`config.mk`:
```
export PLATFORM = sky130hd
export DESIGN_NAME = pkt_output_arbiter_flat
export DESIGN_NICKNAME = d
export VERILOG_FILES = /design/src/rtl/pkt_output_arbiter_if.sv /design/src/rtl/pkt_output_arbiter.sv /design/src/flat_wrapper.sv
export SDC_FILE = /design/constraint.sdc
export NUM_CORES = 1
export LEC_CHECK = 0
export CAP_MARGIN = 20
export CORE_AREA = 10 10 210 212
export DETAILED_ROUTE_END_ITERATION = 10
export DIE_AREA = 0 0 220 222
export DONT_BUFFER_PORTS = 1
export PLACE_DENSITY = 0.44
export SLEW_MARGIN = 20
export SYNTH_ARGS = -nofsm -noshare
export SYNTH_HDL_FRONTEND = slang
export SYNTH_SLANG_ARGS = --single-unit
```
`constraint.sdc`:
```
create_clock -name i_clk -period 11.4 [get_ports i_clk]
set_input_delay 0.57 -clock i_clk [delete_from_list [all_inputs] [get_ports i_clk]]
set_output_delay 0.57 -clock i_clk [all_outputs]
set_load 0.005 [all_outputs]
```
`src/rtl/pkt_output_arbiter_if.sv`:
```
// Requester-side and frame-bus signals of the packet output arbiter.
// The master modport is the requester/bench side, slave is the arbiter.
interface pkt_output_arbiter_if;
    logic [2:0]   iv_req;
    logic [2:0]   ov_ack;
    logic [133:0] iv_data_0;
    logic [133:0] iv_data_1;
    logic [133:0] iv_data_2;
    logic [2:0]   iv_req_mask;
    logic [133:0] ov_data;
    logic         o_data_wr;
    logic [1:0]   ov_src_id;
    logic         o_timeout;
    logic [15:0]  ov_timeout_cnt;

    modport master (
        output iv_req, iv_data_0, iv_data_1, iv_data_2, iv_req_mask,
        input  ov_ack, ov_data, o_data_wr, ov_src_id, o_timeout, ov_timeout_cnt
    );

    modport slave (
        input  iv_req, iv_data_0, iv_data_1, iv_data_2, iv_req_mask,
        output ov_ack, ov_data, o_data_wr, ov_src_id, o_timeout, ov_timeout_cnt
    );
endinterface

```
`src/rtl/pkt_output_arbiter.sv`:
```
// Round-robin, packet-atomic arbiter of three req/ack frame sources onto one
// 134-bit frame bus, with a per-packet length guard that forces a tail.
module pkt_output_arbiter #(
    parameter int unsigned MAX_PKT_WORDS = 128
) (
    input  logic                 i_clk,
    input  logic                 i_rst,
    pkt_output_arbiter_if.slave  bus
);

    localparam logic [1:0] S_IDLE  = 2'd0;
    localparam logic [1:0] S_ACK   = 2'd1;
    localparam logic [1:0] S_TRANS = 2'd2;

    localparam logic [1:0] TAG_TAIL = 2'b10;

    logic [1:0]   state_q,   state_d;
    logic [1:0]   ptr_q,     ptr_d;
    logic [1:0]   grant_q,   grant_d;
    logic [2:0]   ack_q,     ack_d;
    logic [7:0]   cnt_q,     cnt_d;
    logic [133:0] data_q,    data_d;
    logic         wr_q,      wr_d;
    logic [1:0]   src_q,     src_d;
    logic         to_q,      to_d;
    logic [15:0]  to_cnt_q,  to_cnt_d;

    logic [2:0]   eligible;
    logic [1:0]   pick;
    logic [133:0] sample;
    logic         is_tail;
    logic         last_allowed;

    // First eligible index after ptr, wrapping modulo 3.
    function automatic logic [1:0] rr_pick(input logic [2:0] elig, input logic [1:0] ptr);
        logic [1:0] idx;
        rr_pick = 2'd0;
        for (int k = 3; k >= 1; k--) begin
            idx = 2'((int'(ptr) + k) % 3);
            if (elig[idx]) rr_pick = idx;
        end
    endfunction

    assign eligible     = bus.iv_req & ~bus.iv_req_mask;
    assign pick         = rr_pick(eligible, ptr_q);
    assign is_tail      = (sample[133:132] == TAG_TAIL);
    assign last_allowed = (cnt_q == 8'(MAX_PKT_WORDS - 1));

    always_comb begin
        case (grant_q)
            2'd1:    sample = bus.iv_data_1;
            2'd2:    sample = bus.iv_data_2;
            default: sample = bus.iv_data_0;
        endcase
    end

    always_comb begin
        // NOTE: every next-state signal gets a default first, so no path through
        // the case below leaves one unassigned and infers a latch.
        state_d  = state_q;
        ptr_d    = ptr_q;
        grant_d  = grant_q;
        cnt_d    = cnt_q;
        src_d    = src_q;
        to_cnt_d = to_cnt_q;
        ack_d    = 3'b000;
        data_d   = '0;
        wr_d     = 1'b0;
        to_d     = 1'b0;

        case (state_q)
            S_IDLE: begin
                if (|eligible) begin
                    grant_d = pick;
                    ptr_d   = pick;
                    ack_d   = 3'b001 << pick;
                    cnt_d   = 8'd0;
                    state_d = S_ACK;
                end
            end
            S_ACK: begin
                state_d = S_TRANS;
            end
            S_TRANS: begin
                data_d = sample;
                wr_d   = 1'b1;
                src_d  = grant_q;
                cnt_d  = cnt_q + 8'd1;
                if (is_tail) begin
                    state_d = S_IDLE;
                end else if (last_allowed) begin
                    // Runaway frame: close it ourselves so the bus is released.
                    data_d[133:132] = TAG_TAIL;
                    to_d            = 1'b1;
                    if (to_cnt_q != 16'hFFFF) to_cnt_d = to_cnt_q + 16'd1;
                    state_d         = S_IDLE;
                end
            end
            default: state_d = S_IDLE;
        endcase
    end

    // NOTE: the reset branch covers every register, so an aborted packet leaves
    // no stale word or grant behind; state updates use <= so all registers move
    // together on the edge regardless of statement order.
    always_ff @(posedge i_clk or posedge i_rst) begin
        if (i_rst) begin
            state_q  <= S_IDLE;
            ptr_q    <= 2'd2;
            grant_q  <= 2'd0;
            ack_q    <= 3'b000;
            cnt_q    <= 8'd0;
            data_q   <= '0;
            wr_q     <= 1'b0;
            src_q    <= 2'd0;
            to_q     <= 1'b0;
            to_cnt_q <= 16'd0;
        end else begin
            state_q  <= state_d;
            ptr_q    <= ptr_d;
            grant_q  <= grant_d;
            ack_q    <= ack_d;
            cnt_q    <= cnt_d;
            data_q   <= data_d;
            wr_q     <= wr_d;
            src_q    <= src_d;
            to_q     <= to_d;
            to_cnt_q <= to_cnt_d;
        end
    end

    assign bus.ov_ack         = ack_q;
    assign bus.ov_data        = data_q;
    assign bus.o_data_wr      = wr_q;
    assign bus.ov_src_id      = src_q;
    assign bus.o_timeout      = to_q;
    assign bus.ov_timeout_cnt = to_cnt_q;

endmodule
```
`src/flat_wrapper.sv`:
```
// flat-port wrapper written by rule: the top's interface ports become plain ports
module pkt_output_arbiter_flat 
#(
    parameter int unsigned MAX_PKT_WORDS = 128
)
  (i_clk, i_rst, bus_iv_req, bus_iv_data_0, bus_iv_data_1, bus_iv_data_2, bus_iv_req_mask, bus_ov_ack, bus_ov_data, bus_o_data_wr, bus_ov_src_id, bus_o_timeout, bus_ov_timeout_cnt);
  pkt_output_arbiter_if bus_i ();
  input  logic i_clk;
  input  logic i_rst;
  input wire logic [$bits(bus_i.iv_req)-1:0] bus_iv_req;
  input wire logic [$bits(bus_i.iv_data_0)-1:0] bus_iv_data_0;
  input wire logic [$bits(bus_i.iv_data_1)-1:0] bus_iv_data_1;
  input wire logic [$bits(bus_i.iv_data_2)-1:0] bus_iv_data_2;
  input wire logic [$bits(bus_i.iv_req_mask)-1:0] bus_iv_req_mask;
  output wire logic [$bits(bus_i.ov_ack)-1:0] bus_ov_ack;
  output wire logic [$bits(bus_i.ov_data)-1:0] bus_ov_data;
  output wire logic [$bits(bus_i.o_data_wr)-1:0] bus_o_data_wr;
  output wire logic [$bits(bus_i.ov_src_id)-1:0] bus_ov_src_id;
  output wire logic [$bits(bus_i.o_timeout)-1:0] bus_o_timeout;
  output wire logic [$bits(bus_i.ov_timeout_cnt)-1:0] bus_ov_timeout_cnt;
  assign bus_i.iv_req = bus_iv_req;
  assign bus_i.iv_data_0 = bus_iv_data_0;
  assign bus_i.iv_data_1 = bus_iv_data_1;
  assign bus_i.iv_data_2 = bus_iv_data_2;
  assign bus_i.iv_req_mask = bus_iv_req_mask;
  assign bus_ov_ack = bus_i.ov_ack;
  assign bus_ov_data = bus_i.ov_data;
  assign bus_o_data_wr = bus_i.o_data_wr;
  assign bus_ov_src_id = bus_i.ov_src_id;
  assign bus_o_timeout = bus_i.o_timeout;
  assign bus_ov_timeout_cnt = bus_i.ov_timeout_cnt;
  pkt_output_arbiter #(.MAX_PKT_WORDS(MAX_PKT_WORDS)) u_core (.i_clk(i_clk), .i_rst(i_rst), .bus(bus_i));
endmodule
```
# Word level (Yosys, flattened, before mapping)
# Cells that the tools add are included.
dict set report classes {
  addsub 5
  mul 0
  div_mod_pow 3
  n_lt_le_gt_ge 3
  eq_ne 9
  shifts 1
  n_mux 25
  bitwise_logic 3
  n_reduce_logical 7
}
# op n
set op_table {}
lappend op_table {{$pmux W134 S2} 1}
lappend op_table {{$mux W134} 1}
lappend op_table {{$mod A32 B3 Y32 const B} 3}
lappend op_table {{$add A16 B1 Y16 const B} 1}
lappend op_table {{$mux W2} 8}
lappend op_table {{$ne A16 B16 Y1 const B} 1}
lappend op_table {{$pmux W8 S2} 1}
lappend op_table {{$lt A2 B3 Y1 const B} 3}
lappend op_table {{$add A8 B1 Y8 const B} 1}
lappend op_table {{$eq A8 B7 Y1 const B} 1}
lappend op_table {{$mux W8} 1}
lappend op_table {{$mux W1} 7}
lappend op_table {{$add A2 B2 Y3 const B} 2}
lappend op_table {{$bmux W1 S2} 3}
lappend op_table {{$eq A2 B2 Y1 const B} 3}
lappend op_table {{$mux W3} 2}
lappend op_table {{$pmux W2 S3} 1}
lappend op_table {{$reduce_and A2 Y1} 3}
lappend op_table {{$eq A2 B1 Y1 const B} 2}
lappend op_table {{$reduce_and A4 Y1} 1}
lappend op_table {{$add A2 B1 Y3 const B} 1}
lappend op_table {{$and A3 B3 Y3} 1}
lappend op_table {{$ne A3 B1 Y1 const B} 1}
lappend op_table {{$not A3 Y3} 1}
lappend op_table {{6 further kinds} 6}
dict set report totals {
  reg_bits 171
  latch_bits 0
  ramBits 0
  romBits 0
  in_bits 410
  mem_count 0
}

# Longest topological paths before layout
# Gate-level depths: netlist of run 1.
dict set report depth {
  word_depth 10
  ltp_mapped 9
}

# Least setup slack after synthesis of run 1
# Ideal clock, no wire load.
dict set report synth_path {
  kind {register -> register}
  start {register u_core.grant_q[0]}
  end {register u_core.to_cnt_q[14], in the netlist u_core.bus.ov_timeout_cnt[14]}
  setup_ps 127
  arrival_time_ps 2108
  required_ps 11273
  path_slack_ps 9165
  path_stages_with_launch 9
  n_path_buf 1
  period_less_slack_ps 2235
  path_cell_list {dfrtp_1 > inv_1 > ha_1 > clkbuf_1 > a221o_2 > a211oi_4 > nor2_1 > and4_1 > mux2_1}
}
dict set report synth_via {
  elab_chain_len 5
  word_cells_on_any_way 6
  cone_classes {3 x eq/ne; 1 x mux; 1 x bitwise; 1 x reduce/logical}
}
# item line
set synth_rtl {}
lappend synth_rtl {{start: declaration} pkt_output_arbiter.sv:19} ;# logic [1:0] grant_q, grant_d;
lappend synth_rtl {{start signal: assignment} pkt_output_arbiter.sv:121} ;# grant_q <= grant_d;
lappend synth_rtl {{$eq A2 B2 Y1 / $eq A2 B1 Y1 (equally long branches)} pkt_output_arbiter.sv:50} ;# case (grant_q)
lappend synth_rtl {{$pmux W134 S2 *} pkt_output_arbiter.sv:50}
lappend synth_rtl {{$eq A2 B2 Y1 *} pkt_output_arbiter.sv:46} ;# assign is_tail = (sample[133:132] == TAG_TAIL);
lappend synth_rtl {{$not A1 Y1 (no source line) *} n/a}
lappend synth_rtl {{$reduce_and A4 Y1 (no source line) *} n/a}
lappend synth_rtl {{end signal: assignment} pkt_output_arbiter.sv:128} ;# to_cnt_q <= to_cnt_d;
lappend synth_rtl {{end: declaration} pkt_output_arbiter.sv:26} ;# logic [15:0] to_cnt_q, to_cnt_d;
# Mark *: on every way between the ends. The rest lies on a longest branch, timed or not.
# A chain may end at the register's enable or synchronous reset.

# Worst setup path in the final report of run 1
dict set report layout_path {
  start {register u_core.grant_q[0]}
  end {register u_core.data_q[81], in the netlist u_core.bus.ov_data[81]}
}
dict set report layout_via {
  elab_chain_len 3
  word_cells_on_any_way 4
  cone_classes {2 x eq/ne; 2 x mux}
}
# item line
set layout_rtl {}
lappend layout_rtl {{$eq A2 B2 Y1 / $eq A2 B1 Y1 (equally long branches)} pkt_output_arbiter.sv:50}
lappend layout_rtl {{$pmux W134 S2 *} pkt_output_arbiter.sv:50}
lappend layout_rtl {{$mux W134 *} pkt_output_arbiter.sv:71} ;# case (state_q)
lappend layout_rtl {{via u_core.data_d[81]} pkt_output_arbiter.sv:22} ;# logic [133:0] data_q, data_d;
lappend layout_rtl {{end signal: assignment} pkt_output_arbiter.sv:124} ;# data_q <= data_d;
lappend layout_rtl {{end: declaration} pkt_output_arbiter.sv:22}
# Mark *: on every way through the listed nets, which the timed path passes. The rest lies on a longest branch.

==> impl_metrics.ini, run 1 <==
[sta]
max_freq_mhz = 331
rsz0062_at_grt = no
finalCriticalPeriod_ns = 3.02
final_hold_viol_count = 0
finalCritPeriodShare_pct = 26.5
drv_slew = 0
finalSetupViolCount = 0
max_slew_margin_pct = 48.1
tightestPinTransition_ns = 0.779
setup-tns-final_ns = 0
worst_slack_ns = 8.38
skew_ns = 0.0142

[finish]
fill_cells = 4392
layout.nets = 1278
syn_to_final_growth_pct = 13.4
drive_gt1_share_pct = 7.90
mostFrequentLayoutCells = 270 x nor2_1, 169 x dfrtp_1, 137 x a21oi_1
fin_cells = 1399
utilization_pct = 23.3
final_common_cell = nor2_1

[grt]
grt.total_usage_pct = 13.4
grt_pass1_wl_mm = 48.4
overflow = 0
grt_pass1_vias = 7094
antenna_found_initial = 1
grt_max_degree = 87

[detailed_routing]
drc = 0
post_drt_wl_per_cell_um = 24.3
antenna_left = 0
wirelength_mm = 34.0
vias = 6594
drtIter0Drc = 436
drtPass1Iterations = 5
viasPerCell = 4.71

[clock_tree]
postCtsHoldBufs = 0
cts.sinks = 170
clock_latency_ns = 0.48
cts-resized-gates = 0
cts_setup_buffers = 0
clk_pin_slew_worst_paths_ns = 0.07
htreeDepth = 4
cts_buffers = 17
tritoncts = yes
cts_root_buffer = clkbuf_16
clockBufferDepth = 2

[logic_synthesis]
syn_nets = 1327
yosys_most_used_dff = dfrtp_1
avgSynthCellArea_um2 = 8.96
ys_seq_area_share_pct = 52.2
synth-seq-cells = 170
synth_warnings = 0
synthArstFlopShare_pct = 100
synth.distinct_cells = 47
synth_edf_count = 0
syn_area_um2 = 8150
synthCells = 909

[setup_path]
worst-endpoint-required_ns = 11.74
cp-end-kind = flop
crit_path_top_delay_cell = buf_4
cp_top_family = buffers and inverters
cp_max_fo = 86
crit_type = flop to flop
cpPeakStageDelay_ns = 0.68
cp.arrival_ns = 3.37
critPathLaunchType = flop
crit_buf_inv = 3
crit_chain = inv_1, ha_4, buf_4, buf_4, nor2_1, a21oi_1, nor2_1

[die]
die_h_um = 222
core_region_area_um2 = 39600
fp.dieW_um = 220
dieArea_um2 = 48800
io_pins = 567
std_cell_rows = 73
start_util_pct = 20.6

[power_and_ir_drop]
pwr_density_cell_nw_per_um2 = 258
ir_drop_v = 0.000140
leakage_nw = 3.72

[place]
hpwl_mm = 27.5
place_congestion = 0.819
dpl_worst_slack_ns = 8.36
dp.cells = 1366
placement.io_buffers = 0

[run]
drv_cap = 0

[min_path]
hp-class = input pin to asynchronous set/reset pin

[run_status]
run_status = complete, no violations
## path summary, 6_finish.rpt
kind	from	slack, ns	depth (start not counted)	end
worst max-delay path	u_core.grant_q[0]$_DFFE_PP0P_	8.38	7	u_core.bus.ov_data[81]$_DFF_PP0_
worst min-delay path	i_rst	0.05	1	u_core.bus.ov_data[61]$_DFF_PP0_
worst max register to register	u_core.grant_q[0]$_DFFE_PP0P_	8.38	7	u_core.bus.ov_data[81]$_DFF_PP0_
worst min register to register	u_core.cnt_q[6]$_DFFE_PP0P_	0.52	1	u_core.cnt_q[6]$_DFFE_PP0P_
max in group asynchronous	i_rst	10.19	2	u_core.bus.ov_data[8]$_DFF_PP0_
min in group i_clk	bus_iv_data_0[74]	0.24	2	u_core.bus.ov_data[74]$_DFF_PP0_
## metal layers
| metal | share of wire [%] | global-route usage, % | up-vias |
|---|---|---|---|
| met2 | 55 | 24.7 | 360 |
| met1 | 35 | 13.2 | 3112 |
| li1 | - | - | 3097 |
| met3 | 9.5 | 5.78 | 25 |
| met5 | 0 | 0 | - |
| met4 | 1.2 | 3.87 | 0 |
## synth_stat cells, types with 3 or more instances
cell	count	share of area, %
nor2_1	270	12
dfrtp_1	169	52
a21oi_1	137	8.4
a22oi_1	132	12
clkbuf_1	71	3.3
nand2_1	17	0.78
o21ai_0	13	0.80
xnor2_1	12	1.3
ha_1	8	1.2
inv_1	7	0.32
nand3_2	6	0.74
and3_1	5	0.38
buf_1	5	0.23
nand2b_1	5	0.38
nand3_1	5	0.31
and3_2	4	0.37
and4_1	4	0.43
nand4_1	4	0.31
a21o_1	3	0.28
mux2_2	3	0.41
nor3_1	3	0.18
## report_power, final
part           total [mW]  switching (mW)  internal, mW
clock               0.626           0.271         0.355
sequential          0.920           0.153         0.767
combinational       0.834           0.576         0.258
## state kept, by name, indices dropped and copies added, names as in the netlist
name                       count
u_core.bus.ov_data           134
u_core.bus.ov_timeout_cnt     16
u_core.cnt_q                   8
u_core.bus.ov_ack              3
u_core.bus.ov_src_id           2
u_core.grant_q                 2
u_core.state_q                 2
u_core.bus.o_data_wr           1
u_core.bus.o_timeout           1
u_core.ptr_q                   1
## logic make-up after synthesis
logic type | after synthesis | share of synthesized area, %
AOI/OAI and AO/OA | 297 | 23.3
DFF | 170 | 52.2
and+or+nand+nor | 332 | 17.3
adders and majority gates | 8 | 1.23
buffers and inverters | 85 | 4.01
muxes | 4 | 0.553
xor gates and xnor gates | 13 | 1.40
## area by class of cell
cell class	instances	area [µm²]	share of cell area, %
antenna	1	2.50	0.0271
inverter	8	35.0	0.379
sequential	170	4260	46.1
tap	525	657	7.11
multi-input combinational	654	3600	38.9
clock inverter	14	184	1.99
timing repair buffer	9	67.6	0.731
clock buffer	18	439	4.75
## stage by stage
stage	hold slack (ns)	power (mW)	area, µm²
floorplan	0.464	1.53	8150
global placement	0.507	1.79	8610
detailed placement	0.512	1.79	8610
CTS	0.0337	2.44	9240
global route	0.0650	2.58	9240
finish	0.0495	2.38	9240
No activity file was read; power rests on OpenSTA's default activity.
==> inputs of run 2 (changes only) <==
- clock period: 11.4 -> 2.8 ns (I/O delays scaled with it)
==> run 2 against run 1 <==
  * Critical path depth rose by 1
  * Wire length rose by 8.0%
  * Via count rose by 20%
  * Sequential power rose to 4.1 times the previous value
  * Register-to-register slack got worse by 8.2 ns
  * Final area rose by 29%
  * First-iteration DRC count rose by 24%
  * Worst setup slack got worse by 8.2 ns
  * Critical path type unchanged
  * Critical endpoint is now u_core.bus.ov_data[84]$_DFF_PP0_
  * Largest cell class unchanged
==> impl_metrics.ini, run 2 (same netlist as run 1, synthesis figures left out) <==
[detailed_routing]
drtPass1Iterations = 4
vias = 7899
post_drt_wl_per_cell_um = 22.1
antenna_left = 0
drtIter0Drc = 539
drc = 0
viasPerCell = 4.77
wirelength_mm = 36.7

[power_and_ir_drop]
ir_drop_v = 0.000678
leakage_nw = 4.77
power.total_mw = 11.3
pwr_density_cell_nw_per_um2 = 947

[sta]
finalCriticalPeriod_ns = 2.59
finalSetupViolCount = 0
max_slew_margin_pct = 49.9
rsz0062_at_grt = no
drv_slew = 0
final_hold_viol_count = 0
max_freq_mhz = 386
finalCritPeriodShare_pct = 92.6
tightestPinTransition_ns = 0.751
setup-tns-final_ns = 0
skew_ns = 0.00778

[die]
io_pins = 567
core_region_area_um2 = 39600
dieArea_um2 = 48800
fp.dieW_um = 220
start_util_pct = 20.6
std_cell_rows = 73
die_h_um = 222

[finish]
syn_to_final_growth_pct = 46.0
design_area_um2 = 11900
largest_reg_flops = 134
mostFrequentLayoutCells = 270 x nor2_1, 250 x dlygate4sd3_1, 169 x dfrtp_1
layout.nets = 1535
final_common_cell = nor2_1
drive_gt1_share_pct = 6.73
fin_cells = 1657
utilization_pct = 30.0
fill_cells = 4084

[setup_path]
critPathLaunchType = flop
cp_max_fo = 132
cp.arrival_ns = 2.97
cp-end-kind = flop
worst-endpoint-required_ns = 3.18
crit_type = flop to flop

[min_path]
hp-class = input pin to flop

[clock_tree]
cts_buffers = 17
clock_latency_ns = 0.46
clk_pin_slew_worst_paths_ns = 0.07
tritoncts = yes
htreeDepth = 4
cts.sinks = 170
cts_root_buffer = clkbuf_16
clockBufferDepth = 2

[run]
drv_cap = 0

[grt]
grt.total_usage_pct = 14.4
grt_max_degree = 133
grt_pass1_vias = 8466
antenna_found_initial = 2
grt_pass1_wl_mm = 53.6
overflow = 0

[place]
hpwl_mm = 27.4
place_congestion = 0.805
placement.io_buffers = 0
dp.cells = 1372
dpl-instance-area_um2 = 8740

[run_status]
run_status = complete, no violations
[run 2: area by class of cell]
type                       count  area (µm²)  share of cell area, %
antenna                        2        5.00                 0.0421
clock buffer                  18         439                   3.69
clock inverter                14         170                   1.43
inverter                       8        33.8                  0.284
multi-input combinational    654        3600                   30.2
sequential                   170        4260                   35.8
tap                          525         657                   5.52
timing repair buffer         266        2740                   23.0
[run 2: metal layers]
layer | part of all wire [%] | vias up | global-route usage [%] | routed length, µm
met4 | 2.2 | 0 | 5.61 | 812
met3 | 8.6 | 38 | 5.20 | 3150
met5 | 0 | - | 0 | 0
li1 | - | 3600 | - | -
met1 | 36 | 3835 | 14.8 | 13200
met2 | 53 | 426 | 25.8 | 19600
[run 2: final timing paths]
kind,from,to,slack (ns),depth (start not counted)
worst max-delay path,u_core.grant_q[0]$_DFFE_PP0P_,u_core.bus.ov_data[84]$_DFF_PP0_,0.21,8
worst min-delay path,bus_iv_data_1[112],u_core.bus.ov_data[112]$_DFF_PP0_,0.02,4
worst max register to register,u_core.grant_q[0]$_DFFE_PP0P_,u_core.bus.ov_data[84]$_DFF_PP0_,0.21,8
worst min register to register,u_core.cnt_q[5]$_DFFE_PP0P_,u_core.cnt_q[5]$_DFFE_PP0P_,0.51,1
max in group asynchronous,i_rst,u_core.ptr_q[1]$_DFFE_PP1P_,1.78,3
min in group asynchronous,i_rst,u_core.bus.ov_data[2]$_DFF_PP0_,0.25,2
[run 2: power by group]
part,switching [mW],leakage [nW],internal [mW]
Clock,1.07,0.294,1.43
Sequential,0.605,2.30,3.13
Combinational,2.73,2.17,2.30
Total,4.40,4.77,6.85
[run 2: metrics by stage]
step           setup slack (ns)  hold slack, ns
2_1_floorplan             0.492           0.292
3_3_place_gp              0.409           0.127
3_5_place_dp              0.356           0.116
4_1_cts                   0.152         0.00271
5_1_grt                  0.0382          0.0218
6_report                  0.208          0.0194
[run 2: repair_timing]
item                                   4_1_cts  5_1_grt
setup buffers                                0        0
hold buffers                               250        0
resized for setup                            0        1
endpoints found under the hold margin      148        0
setup endpoints to repair                    0        9
[run 2: worst max-delay path, stage by stage, from the launching register on]
cell and delay [ns]:
dfrtp_1 0.45, inv_1 0.19, ha_4 0.18, buf_12 0.43, a22oi_1 0.21, nor2_1 0.14, a21oi_1 0.06, dlygate4sd3_1 0.59
nor2_1 0.13
